$ cat src/rtl/uart_gen_pkg.sv
// Shared types for the oversampling UART receiver: FSM states, parity mode
// and the three-sample majority vote.
package uart_gen_pkg;

  typedef enum logic [2:0] {
    ST_IDLE,
    ST_START,
    ST_DATA,
    ST_PARITY,
    ST_STOP1,
    ST_STOP2,
    ST_BRK_WAIT
  } rx_state_e;

  typedef enum logic [1:0] {
    PAR_NONE,
    PAR_EVEN,
    PAR_ODD
  } parity_mode_e;

  function automatic logic maj3(input logic [2:0] s);
    return (s[0] & s[1]) | (s[0] & s[2]) | (s[1] & s[2]);
  endfunction

endpackage

$ cat src/rtl/prim_fifo_sync.sv
// Single-clock FIFO with flush; a write while full is dropped and flagged
// even when a read happens in the same cycle.
module prim_fifo_sync #(
  parameter int Width = 8,
  parameter int Depth = 16,
  localparam int DepthW = $clog2(Depth + 1)
) (
  input  logic              clk_i,
  input  logic              rst_ni,
  input  logic              clr_i,
  input  logic              wvalid_i,
  input  logic [Width-1:0]  wdata_i,
  output logic              rvalid_o,
  input  logic              rready_i,
  output logic [Width-1:0]  rdata_o,
  output logic [DepthW-1:0] depth_o,
  output logic              overflow_o
);

  localparam int PtrW = $clog2(Depth);
  localparam logic [PtrW-1:0] PtrLast = PtrW'(Depth - 1);

  logic [Width-1:0]  mem_q [Depth];
  logic [PtrW-1:0]   wr_ptr_q, rd_ptr_q;
  logic [DepthW-1:0] cnt_q;
  logic              full, do_push, do_pop;

  assign full       = (cnt_q == DepthW'(Depth));
  assign rvalid_o   = (cnt_q != '0);
  assign do_push    = wvalid_i & ~full;
  assign do_pop     = rvalid_o & rready_i;
  assign overflow_o = wvalid_i & full;
  assign rdata_o    = mem_q[rd_ptr_q];
  assign depth_o    = cnt_q;

  always_ff @(posedge clk_i or negedge rst_ni) begin
    if (!rst_ni) begin
      wr_ptr_q <= '0;
      rd_ptr_q <= '0;
      cnt_q    <= '0;
      for (int i = 0; i < Depth; i++) mem_q[i] <= '0;
    end else if (clr_i) begin
      wr_ptr_q <= '0;
      rd_ptr_q <= '0;
      cnt_q    <= '0;
    end else begin
      if (do_push) begin
        mem_q[wr_ptr_q] <= wdata_i;
        wr_ptr_q        <= (wr_ptr_q == PtrLast) ? '0 : wr_ptr_q + 1'b1;
      end
      if (do_pop) rd_ptr_q <= (rd_ptr_q == PtrLast) ? '0 : rd_ptr_q + 1'b1;
      case ({do_push, do_pop})
        2'b10:   cnt_q <= cnt_q + 1'b1;
        2'b01:   cnt_q <= cnt_q - 1'b1;
        default: cnt_q <= cnt_q;
      endcase
    end
  end

endmodule

$ cat src/rtl/uart_rx_gen.sv
// UART receiver: NCO-derived oversample tick, majority-voted bits, parity,
// frame and break detection, feeding a receive FIFO with watermark.
//   IDLE: wait for line fall | START: confirm start bit | DATA: shift LSB first
//   PARITY: capture parity bit | STOP1/STOP2: check stop bits
//   BRK_WAIT: line held low after break, wait for it to return high
module uart_rx_gen
  import uart_gen_pkg::*;
#(
  parameter int DataWidth   = 8,
  parameter int OvsRate     = 16,
  parameter int NcoWidth    = 16,
  parameter int RxFifoDepth = 16
) (
  input  logic                             clk_i,
  input  logic                             rst_ni,
  input  logic                             cfg_en_i,
  input  logic [NcoWidth-1:0]              cfg_nco_i,
  input  logic                             cfg_parity_en_i,
  input  logic                             cfg_parity_odd_i,
  input  logic                             cfg_stop2_i,
  input  logic [$clog2(RxFifoDepth+1)-1:0] cfg_wm_lvl_i,
  input  logic                             fifo_clr_i,
  input  logic                             rx_i,
  output logic [DataWidth-1:0]             rdata_o,
  output logic                             rvalid_o,
  input  logic                             rready_i,
  output logic [$clog2(RxFifoDepth+1)-1:0] fifo_depth_o,
  output logic                             watermark_o,
  output logic                             parity_err_o,
  output logic                             frame_err_o,
  output logic                             break_o,
  output logic                             overflow_o
);

  localparam int CntW = $clog2(OvsRate);
  localparam int IdxW = $clog2(DataWidth);
  localparam logic [CntW-1:0] SmpLo   = CntW'(OvsRate / 2 - 1);
  localparam logic [CntW-1:0] SmpMid  = CntW'(OvsRate / 2);
  localparam logic [CntW-1:0] SmpHi   = CntW'(OvsRate / 2 + 1);
  localparam logic [CntW-1:0] CntLast = CntW'(OvsRate - 1);

  logic rx_s1_q, rx_s2_q, rx_prev_q, rx_fall;

  always_ff @(posedge clk_i or negedge rst_ni) begin
    if (!rst_ni) begin
      rx_s1_q   <= 1'b1;
      rx_s2_q   <= 1'b1;
      rx_prev_q <= 1'b1;
    end else begin
      rx_s1_q   <= rx_i;
      rx_s2_q   <= rx_s1_q;
      rx_prev_q <= rx_s2_q;
    end
  end
  assign rx_fall = rx_prev_q & ~rx_s2_q;

  logic [NcoWidth-1:0] acc_q;
  logic [NcoWidth:0]   acc_d;
  logic                tick;

  assign acc_d = {1'b0, acc_q} + {1'b0, cfg_nco_i};
  assign tick  = cfg_en_i & acc_d[NcoWidth];

  always_ff @(posedge clk_i or negedge rst_ni) begin
    if (!rst_ni)       acc_q <= '0;
    else if (cfg_en_i) acc_q <= acc_d[NcoWidth-1:0];
    else               acc_q <= '0;
  end

  rx_state_e            state_q;
  logic [CntW-1:0]      cnt_q;
  logic [IdxW-1:0]      idx_q;
  logic [1:0]           smp_q;
  logic                 bit_q, par_q;
  logic [DataWidth-1:0] data_q;
  logic                 push_q, perr_q, ferr_q, brk_q, wm_q;
  logic                 bit_now, par_bad, is_break, last_stop, stop_ok;
  parity_mode_e         par_mode;

  assign par_mode  = !cfg_parity_en_i ? PAR_NONE : (cfg_parity_odd_i ? PAR_ODD : PAR_EVEN);
  assign bit_now   = maj3({smp_q, rx_s2_q});
  assign par_bad   = (par_mode != PAR_NONE) && ((^data_q ^ par_q) != (par_mode == PAR_ODD));
  assign is_break  = (state_q == ST_STOP1) && !bit_now && (data_q == '0)
                     && !((par_mode != PAR_NONE) && par_q);
  assign last_stop = (state_q == ST_STOP2) || ((state_q == ST_STOP1) && !cfg_stop2_i);
  // In STOP2, bit_q still holds the STOP1 vote taken at its last sample.
  assign stop_ok   = bit_now && ((state_q == ST_STOP1) || bit_q);

  always_ff @(posedge clk_i or negedge rst_ni) begin
    if (!rst_ni) begin
      state_q <= ST_IDLE;
      cnt_q   <= '0;
      idx_q   <= '0;
      smp_q   <= '0;
      bit_q   <= 1'b0;
      par_q   <= 1'b0;
      data_q  <= '0;
      push_q  <= 1'b0;
      perr_q  <= 1'b0;
      ferr_q  <= 1'b0;
      brk_q   <= 1'b0;
    end else begin
      push_q <= 1'b0;
      perr_q <= 1'b0;
      ferr_q <= 1'b0;
      brk_q  <= 1'b0;
      if (!cfg_en_i) begin
        state_q <= ST_IDLE;
        cnt_q   <= '0;
      end else begin
        case (state_q)
          ST_IDLE: begin
            if (rx_fall) begin
              state_q <= ST_START;
              cnt_q   <= '0;
            end
          end
          ST_BRK_WAIT: begin
            if (rx_s2_q) state_q <= ST_IDLE;
          end
          default: begin
            if (tick) begin
              cnt_q <= cnt_q + 1'b1;
              if (cnt_q == SmpLo)  smp_q[0] <= rx_s2_q;
              if (cnt_q == SmpMid) smp_q[1] <= rx_s2_q;
              if (cnt_q == SmpHi) begin
                bit_q <= bit_now;
                if (is_break) begin
                  brk_q   <= 1'b1;
                  ferr_q  <= 1'b1;
                  state_q <= ST_BRK_WAIT;
                end else if (last_stop) begin
                  state_q <= ST_IDLE;
                  if (stop_ok) begin
                    push_q <= 1'b1;
                    perr_q <= par_bad;
                  end else begin
                    ferr_q <= 1'b1;
                  end
                end
              end
              if (cnt_q == CntLast) begin
                case (state_q)
                  ST_START: begin
                    idx_q   <= '0;
                    state_q <= bit_q ? ST_IDLE : ST_DATA;
                  end
                  ST_DATA: begin
                    data_q <= {bit_q, data_q[DataWidth-1:1]};
                    idx_q  <= idx_q + 1'b1;
                    if (idx_q == IdxW'(DataWidth - 1))
                      state_q <= cfg_parity_en_i ? ST_PARITY : ST_STOP1;
                  end
                  ST_PARITY: begin
                    par_q   <= bit_q;
                    state_q <= ST_STOP1;
                  end
                  ST_STOP1: state_q <= ST_STOP2;
                  default:  state_q <= state_q;
                endcase
              end
            end
          end
        endcase
      end
    end
  end

  prim_fifo_sync #(
    .Width (DataWidth),
    .Depth (RxFifoDepth)
  ) u_fifo (
    .clk_i      (clk_i),
    .rst_ni     (rst_ni),
    .clr_i      (fifo_clr_i),
    .wvalid_i   (push_q),
    .wdata_i    (data_q),
    .rvalid_o   (rvalid_o),
    .rready_i   (rready_i),
    .rdata_o    (rdata_o),
    .depth_o    (fifo_depth_o),
    .overflow_o (overflow_o)
  );

  always_ff @(posedge clk_i or negedge rst_ni) begin
    if (!rst_ni) wm_q <= 1'b0;
    else         wm_q <= (cfg_wm_lvl_i != '0) && (fifo_depth_o >= cfg_wm_lvl_i);
  end

  assign watermark_o  = wm_q;
  assign parity_err_o = perr_q;
  assign frame_err_o  = ferr_q;
  assign break_o      = brk_q;

endmodule

$ cat config.mk
export PLATFORM = sky130hd
export DESIGN_NAME = uart_rx_gen
export DESIGN_NICKNAME = d
export VERILOG_FILES = /design/src/rtl/uart_gen_pkg.sv /design/src/rtl/prim_fifo_sync.sv /design/src/rtl/uart_rx_gen.sv
export SDC_FILE = /design/constraint.sdc
export NUM_CORES = 1
export LEC_CHECK = 0
export BUFFER_PORTS_ARGS = -buffer_cell sky130_fd_sc_hd__buf_2
export CAP_MARGIN = 20
export CORE_ASPECT_RATIO = 1.5
export CORE_MARGIN = 10
export CORE_UTILIZATION = 50
export DETAILED_ROUTE_END_ITERATION = 6
export PLACE_DENSITY = 0.67
export SETUP_SLACK_MARGIN = 0.3
export SYNTH_ARGS = -nofsm -noshare
export SYNTH_HDL_FRONTEND = slang
export SYNTH_HIERARCHICAL = 1
export SYNTH_SLANG_ARGS = --single-unit
$ cat constraint.sdc
create_clock -name clk_i -period 4.8 [get_ports clk_i]
set_input_delay 1.2 -clock clk_i [delete_from_list [all_inputs] [get_ports clk_i]]
set_output_delay 1.2 -clock clk_i [all_outputs]
set_load 0.02 [all_outputs]
==> qor.yml, run 1 <==
clocking:
  cts_buffers: 17
  tritoncts: "built"
  path_clk_slew_ps: 70
  htree_levels: 4
  cts_sinks: 187
  clk_latency_ps: 440
  cts_hold_buf: 0
  cts_buffer_depth: 2
  clock-root-buffer: "clkbuf_16"
  cts_setup_buffers: 0
  cts_resized: 0
drt:
  routed_via_density: 5.94
  wl_per_cell_um: 20.7
  drt_iter0_drc: 348
  drt-total-wl_um: 22500
  drcViolationCount: 0
  vias: 6465
  postRouteAntennaNets: 0
  first_pass_iters: 4
grt:
  antenna_found_initial: 0
  grt_max_degree: 131
  track_usage_pct: 18.0
  grt_first_pass_wirelength_um: 36900
  gr-total-overflow: 0
  first_global_vias: 6992
timing:
  finalCritPeriodShare_pct: 83.9
  finalHoldViolations: 0
  drv_slew: 0
  setup_viol: 0
  rsz0062_at_grt: "no"
  min_period_ps: 4030
  setup_slack_ps: 775
  whs_ps: 357
  finalSetupTns_ps: 0
  max_freq_mhz: 248
  relSlewSlack_pct: 31.0
  tightestPinTransition_ps: 1040
  skew_ps: 11.9
setup_path:
  cp.required_ps: 3600
  crit_path_frequent_cell: "mux4_2"
  crit_buf_inv: 2
  slowest_delay_ps: 810
  path_cells: "buf_4, mux4_2, mux4_2, buf_2"
  endpoint_kind: "output port"
  cpLargestDelayFamily: "multiplexers"
  critPathLaunchType: "flop"
  crit_type: "reg -> out"
  crit_fanout: 20
  slowest_stage: "dfrtp_2"
  crit_arrival_ps: 2830
power_and_ir_drop:
  p_leak_nw: 5.30
  vdd_drop_max_v: 0.000236
  powerDensity_nw_per_um2: 393
synthesis:
  yosysWarnings: 6
  synthCells: 784
  ys_seq_elements: 187
  synth_fp_nets: 852
  syn_area_sq_um: 9970
  yosysTopAreaCell: "dfrtp_1"
  synth-seq-area-share_pct: 47.0
  synthArstFlopShare_pct: 100
  synth_area_leaders: "dfrtp_1 (46%), mux2_2 (15%), mux4_2 (9.0%)"
  synth.distinct_cells: 78
  synth_top_area_share_pct: 46.2
  synth-main-ff-cell: "dfrtp_1"
  avgSynthCellArea_sq_um: 12.7
  synth_edf_count: 0
floorplan:
  die_w_um: 135
  start_util_pct: 50.6
  core_area_sq_um: 19700
  die_area_sq_um: 26100
  fp.dieH_um: 193
  row_count: 63
  pin_count: 49
final_layout:
  syn2layout_area_growth_pct: 10.0
  utilization_pct: 55.7
  antennaDiodeCount: 0
  multi_input_area_sq_um: 4940
  drive_above_1_share_pct: 35.0
  regArea_sq_um: 4680
  layout.nets: 883
  nFillCells: 1665
placed_design:
  place_ws_ps: 1190
  hpwl_um: 16200
  port_buffers: 48
  gp_congestion: 0.871
run_status:
  status: "completed"
worst_hold_path:
  hp-class: "reg -> reg"
run:
  drv_cap: 0
==> cell usage in the layout (no fill, tap or decap), drive strengths merged, types with 9 or more instances in the layout <==
cell    instances
a21oi          25
dfrtp         184
and3           11
mux2i          20
o21ai          22
inv            43
clkbuf         18
xnor2           9
nor3           12
mux2          135
nand3          18
nand2          26
buf            54
mux4           40
ha             37
nor2           40
==> kinds of logic after synthesis <==
logic type               count (synthesis)  share of synthesized area [%]
multiplexers                           195                           26.3
flip-flops                             187                           47.0
AND/OR/NAND/NOR                        158                           9.00
AO/OA/AOI/OAI                          110                           7.95
buffers and inverters                   80                           3.48
adder cells (fa/ha/maj)                 39                           4.95
XOR/XNOR                                15                           1.32
==> worst reg2reg max path: stages, from the launching register on <==
cell     delay [ps]
dfrtp_1         520
or4_4           690
o21ai_2         330
nor2_1          140
xor2_1          170
ha_1            270
a31oi_1         350
nor3_1           90
a41oi_1         220
a31oi_1         140
==> final cells by class <==
type	count	area share (%)
Clock buffer	17	3.88
Clock inverter	15	1.41
Inverter	37	1.27
Multi-Input combinational cell	517	45.0
Sequential cell	187	42.7
Tap cell	260	2.97
Timing Repair Buffer	55	2.75
==> flip-flops by register name, summed over array words and instances (netlist names) <==
| name | flops |
|---|---|
| frame_err_o | 1 |
| data_q | 8 |
| smp_q | 2 |
| push_q | 1 |
| rx_s2_q | 1 |
| state_q | 3 |
| rx_s1_q | 1 |
| u_fifo/rd_ptr_q | 4 |
| u_fifo/mem_q | 128 |
| acc_q | 16 |
| u_fifo/wr_ptr_q | 4 |
| bit_q | 1 |
| cnt_q | 4 |
| rx_prev_q | 1 |
| watermark_o | 1 |
| break_o | 1 |
| u_fifo/depth_o | 5 |
| idx_q | 3 |
| par_q | 1 |
| parity_err_o | 1 |
==> stage by stage <==
step	cells	cell area, sq um	power [mW]
2_1_floorplan	784	9970	2.70
3_3_place_gp	1056	10400	2.94
3_5_place_dp	1056	10400	2.97
4_1_cts	1088	11000	4.35
5_1_grt	1088	11000	4.55
6_report	1088	11000	4.31
==> synth_stat cells (4+ instances only) <==
library cell,count
a21oi_1,24
nor3_1,11
nor2b_1,8
o21ai_1,4
o22ai_1,4
nand3_1,12
mux4_2,40
a31oi_1,8
mux2_2,133
dfrtp_1,184
clkbuf_1,23
or3_1,5
xor2_1,6
a21o_1,8
o21ai_0,16
nor2_1,40
ha_1,37
mux2i_1,20
xnor2_1,9
o21a_1,5
nand2_1,25
nor3b_1,5
nand3_2,6
inv_1,36
nand2b_1,8
and3_1,9
buf_2,16
a211oi_1,5
nor4_1,5
and2_1,4
o211ai_1,6
==> path summary, 6_finish.rpt <==
path                       depth (start not counted)                end               start  slack, ps
min reg2reg                                        0            rx_s2_q             rx_s1_q        360
min                                                0            rx_s2_q             rx_s1_q        360
max reg2reg                                        9  u_fifo/depth_o[4]   u_fifo/depth_o[2]       1760
max in group asynchronous                          2            rx_s2_q              rst_ni       2930
max                                                4         rdata_o[1]  u_fifo/rd_ptr_q[0]        770
min in group asynchronous                          1  u_fifo/mem_q[108]              rst_ni        880
==> routing by layer <==
metal	up-vias	wire, um	global-route usage, %
li1	2955	-	-
met1	3348	9050	20.3
met2	112	12100	32.7
met3	50	735	3.58
met4	0	565	6.69
met5	-	0	0
==> power by group <==
group          switching (mW)  internal, mW  total [mW]  leakage (nW)
sequential              0.138          1.66        1.80          2.53
clock                   0.669         0.693        1.36         0.279
combinational           0.658         0.490        1.15          2.49
(Power assumes the default switching activity.)
==> inputs of run 2 (changes only) <==
==> constraint.sdc (replaced) <==
create_clock -name clk_i -period 4 [get_ports clk_i]
set_input_delay 1 -clock clk_i [delete_from_list [all_inputs] [get_ports clk_i]]
set_output_delay 1 -clock clk_i [all_outputs]
set_load 0.02 [all_outputs]
==> run 2 against run 1 <==
Clock power grew 24%. Largest power group unchanged. Critical path depth is the same. Sequential power grew 19%. Count of clock-buffer cells in the layout grew 5. Critical path type unchanged. Design area grew 0.24%.
==> qor.yml, run 2 (synthesized netlist as in run 1, its figures left out) <==
drt:
  wl_per_cell_um: 20.4
  routed_via_density: 5.87
  postRouteAntennaNets: 0
  drt_iter0_drc: 317
  drcViolationCount: 0
  first_pass_iters: 4
  drt-total-wl_um: 22100
  vias: 6381
setup_path:
  slowest_stage: "dfrtp_4"
  critPathLaunchType: "flop"
  crit_type: "reg -> out"
  cp.required_ps: 3000
  crit_arrival_ps: 2510
  crit_path_frequent_cell: "mux4_2"
  rr_endpoint: "u_fifo/depth_o[4]"
  crit_start: "u_fifo/rd_ptr_q[0]"
  path_cells: "buf_12, mux4_2, mux4_2, buf_2"
  crit_fanout: 22
  worst-r2r-cell-count: 9
  reg2reg_setup_slack_ps: 1100
  endpoint_kind: "output port"
  slowest_delay_ps: 600
  reg2reg_from: "u_fifo/depth_o[2]"
final_layout:
  drive_above_1_share_pct: 34.7
  design_area_sq_um: 11000
  antennaDiodeCount: 0
  top_register: "u_fifo/mem_q"
  final_cell_mix: "dfrtp_1 (183), mux2_2 (133), buf_2 (47), nor2_1 (40), mux4_2 (40)"
  largest_register_ffs: 128
  nFillCells: 1672
  final_cell_count_no_fill: 1087
  layout.nets: 884
  syn2layout_area_growth_pct: 10.3
  final_common_cell: "dfrtp_1"
  reg_top3: "u_fifo/mem_q x128, acc_q x16, data_q x8"
run_status:
  status: "completed"
placed_design:
  port_buffers: 48
  post-place-cells: 1057
  placed_area_sq_um: 10400
  gp_congestion: 0.881
  hpwl_um: 16100
worst_hold_path:
  hp-class: "reg -> reg"
  hp-start: "rx_s1_q"
  min_path_cells: 0
  hold-path-endpoint: "rx_s2_q"
grt:
  grt_max_degree: 94
  track_usage_pct: 17.7
  antenna_found_initial: 0
  gr-total-overflow: 0
  first_global_vias: 6909
  grt_first_pass_wirelength_um: 36600
floorplan:
  core_area_sq_um: 19700
  die_w_um: 135
  fp.dieH_um: 193
  die_area_sq_um: 26100
  start_util_pct: 50.6
  row_count: 63
  pin_count: 49
power_and_ir_drop:
  powerDensity_nw_per_um2: 475
  vdd_drop_max_v: 0.000252
  p_leak_nw: 5.30
  power.total_mw: 5.23
timing:
  finalCritPeriodShare_pct: 87.8
  finalHoldViolations: 0
  drv_slew: 0
  whs_ps: 357
  max_freq_mhz: 285
  setup_viol: 0
  min_period_ps: 3510
  finalSetupTns_ps: 0
  tightestPinTransition_ps: 983
  rsz0062_at_grt: "no"
  relSlewSlack_pct: 34.1
  skew_ps: 8.75
clocking:
  cts_sinks: 187
  cts_buffer_depth: 2
  htree_levels: 4
  cts_setup_buffers: 0
  cts_hold_buf: 0
  clock-root-buffer: "clkbuf_16"
  cts_buffers: 17
  clk_latency_ps: 430
  tritoncts: "built"
  path_clk_slew_ps: 60
run:
  drv_cap: 0
[run 2: cell count changes in the layout (fill, tap and decap cells not counted)]
cell	change
clkinv_8	-3
bufinv_16	+2
clkbuf_1	+2
clkinv_2	-1
clkbuf_8	+3
inv_6	-2
inv_8	-3
dfrtp_2	-1
dfrtp_4	+1
buf_12	+1
[run 2: area by class of cell]
cell class | count | area, sq um | share of cell area [%]
clock buffer | 22 | 474 | 4.31
clock inverter | 8 | 110 | 1.00
inverter | 37 | 139 | 1.26
multi-input combinational | 517 | 4940 | 44.9
sequential | 187 | 4690 | 42.6
tap | 260 | 325 | 2.96
timing repair buffer | 56 | 322 | 2.92
[run 2: worst max-delay path by stage]
stage	slack (ps)	endpoint	depth (start not counted)
finish	490	rdata_o[6]	4
global route	360	rdata_o[6]	4
CTS	350	rdata_o[6]	4
detailed placement	640	smp_q[0]	10
global placement	690	push_q	10
floorplan	910	smp_q[0]	9
[run 2: report_power, final]
group	internal (mW)	switching, mW
Clock	0.971	0.712
Combinational	0.595	0.809
Sequential	1.99	0.145
[run 2: timing repair]
action / in CTS / in global routing
endpoints found under the setup margin: 0 / 5
resized for setup: 0 / 1
endpoints found under the hold margin: 0 / 0
[run 2: per-layer routing]
layer | GRT usage (%) | routed length [um] | vias to the layer above
met2 | 32.6 | 12200 | 109
met4 | 6.40 | 401 | 0
met5 | 0 | 0 | -
met3 | 3.06 | 652 | 27
li1 | - | - | 2947
met1 | 20.1 | 8910 | 3298
[run 2: critical path: cells and delay by family, from the launching register on]
family / cells / cell delay, ps
mux: 2 / 1020
buf+inv: 2 / 440
flops: 1 / 600
[run 2: metrics by stage]
stage / utilization, % / setup slack (ps)
CTS: 55.8 / 348
floorplan: - / 909
global placement: 52.8 / 689
global route: 55.8 / 362
detailed placement: 52.8 / 641
finish: 55.8 / 488
==> inputs of run 3 (changes only) <==
--- a/config.mk
+++ b/config.mk
@@ -5,7 +5,7 @@
 export SDC_FILE = /design/constraint.sdc
 export NUM_CORES = 1
 export LEC_CHECK = 0
-export BUFFER_PORTS_ARGS = -buffer_cell sky130_fd_sc_hd__buf_2
+export BUFFER_PORTS_ARGS = -buffer_cell sky130_fd_sc_hd__buf_4
 export CAP_MARGIN = 20
 export CORE_ASPECT_RATIO = 1.5
 export CORE_MARGIN = 10
==> run 3 against run 2 <==
Count of clock-buffer cells in the layout is 4 lower. Sequential share of layout area shrank 0.51 points. Register-to-register slack worse by 40 ps. Non-clock buffer count unchanged. Power increased by 1.2%. First-iteration DRC count down 18%.
==> qor.yml, run 3 (synthesized netlist as in run 1, its figures left out) <==
timing:
  max_freq_mhz: 297
  min_period_ps: 3370
  setup_viol: 0
  finalHoldViolations: 0
  rsz0062_at_grt: "no"
  finalSetupTns_ps: 0
  drv_slew: 0
  relSlewSlack_pct: 41.8
  tightestPinTransition_ps: 868
  whs_ps: 359
  finalCritPeriodShare_pct: 84.3
  skew_ps: 12.0
grt:
  track_usage_pct: 17.5
  gr-total-overflow: 0
  antenna_found_initial: 0
  first_global_vias: 6901
  grt_max_degree: 90
  grt_first_pass_wirelength_um: 36300
final_layout:
  antennaDiodeCount: 0
  final_cell_mix: "dfrtp_1 (183), mux2_2 (133), buf_4 (54), nor2_1 (40), mux4_2 (40)"
  design_area_sq_um: 11100
  final_common_cell: "dfrtp_1"
  largest_register_ffs: 128
  reg_top3: "u_fifo/mem_q x128, acc_q x16, data_q x8"
  layout.nets: 884
  utilization_pct: 56.4
  syn2layout_area_growth_pct: 11.6
  final_cell_count_no_fill: 1089
  drive_above_1_share_pct: 35.1
  top_register: "u_fifo/mem_q"
setup_path:
  cpLargestDelayFamily: "multiplexers"
  critPathLaunchType: "flop"
  slowest_stage: "mux4_2"
  reg2reg_from: "u_fifo/depth_o[2]"
  slowest_delay_ps: 570
  crit_arrival_ps: 2370
  crit_path_frequent_cell: "mux4_2"
  crit_type: "reg -> out"
  path_cells: "buf_12, mux4_2, mux4_2, buf_4"
  cp.required_ps: 3000
  crit_fanout: 37
  endpoint_kind: "output port"
  crit_buf_inv: 2
  crit_start: "u_fifo/rd_ptr_q[0]"
placed_design:
  hpwl_um: 15600
  port_buffers: 48
  post-place-cells: 1057
  placed_area_sq_um: 10500
  gp_congestion: 0.827
drt:
  routed_via_density: 5.88
  drcViolationCount: 0
  vias: 6399
  postRouteAntennaNets: 0
  drt-total-wl_um: 21700
  wl_per_cell_um: 20.0
  drt_iter0_drc: 261
  first_pass_iters: 4
clocking:
  cts_sinks: 187
  cts_resized: 0
  cts_buffers: 17
  tritoncts: "built"
  clock-root-buffer: "clkbuf_16"
  cts_hold_buf: 0
  path_clk_slew_ps: 70
  htree_levels: 4
  cts_setup_buffers: 0
  clk_latency_ps: 430
  cts_buffer_depth: 2
floorplan:
  core_area_sq_um: 19700
  fp.dieH_um: 193
  start_util_pct: 50.6
  die_w_um: 135
  row_count: 63
  pin_count: 49
  die_area_sq_um: 26100
worst_hold_path:
  hp-class: "reg -> reg"
  hp-start: "rx_s1_q"
power_and_ir_drop:
  vdd_drop_max_v: 0.000278
  p_leak_nw: 5.35
  powerDensity_nw_per_um2: 476
run_status:
  status: "completed"
run:
  drv_cap: 0
==> run 3: cell count changes in the layout (fill, tap and decap cells not counted) <==
| cell | change |
|---|---|
| clkbuf_8 | -2 |
| clkinv_2 | +4 |
| clkinv_4 | -2 |
| inv_8 | +3 |
| dfrtp_2 | +1 |
| buf_4 | +47 |
| inv_6 | +2 |
| clkbuf_1 | -2 |
| clkinvlp_4 | -1 |
| buf_2 | -47 |
| dfrtp_4 | -1 |
==> run 3: through the flow <==
step / setup slack, ps / total power, mW
floorplan: 909 / 3.24
global placement: 663 / 3.57
detailed placement: 575 / 3.60
CTS: 596 / 5.34
global route: 559 / 5.60
finish: 628 / 5.29
==> run 3: cell type report <==
type,instances,area [sq um]
sequential,187,4680
clock inverter,14,156
inverter,37,139
fill,1696,8580
clock buffer,18,439
tap,260,325
timing repair buffer,56,439
multi-input combinational,517,4940
==> run 3: where the power goes <==
part | total, mW | switching [mW] | internal, mW | leakage [nW]
clock network | 1.72 | 0.770 | 0.954 | 0.297
registers | 2.10 | 0.112 | 1.99 | 2.53
logic | 1.46 | 0.841 | 0.622 | 2.52
total | 5.29 | 1.72 | 3.57 | 5.35
==> run 3: path summary, 6_finish.rpt <==
kind / end / slack (ps) / depth (start not counted)
min: rx_s2_q / 360 / 0
min in group asynchronous: u_fifo/mem_q[119] / 630 / 1
max: rdata_o[4] / 630 / 4
max in group asynchronous: push_q / 2480 / 2
max reg2reg: u_fifo/depth_o[4] / 1060 / 9
min reg2reg: rx_s2_q / 360 / 0
==> run 3: layer usage <==
layer  vias to the layer above  wire length (um)  track usage, %
met4                         0               464            6.27
li1                       2956                 -               -
met2                       129             11600            31.0
met3                        31               762            3.42
met1                      3283              8920            20.6
met5                         -                 0               0
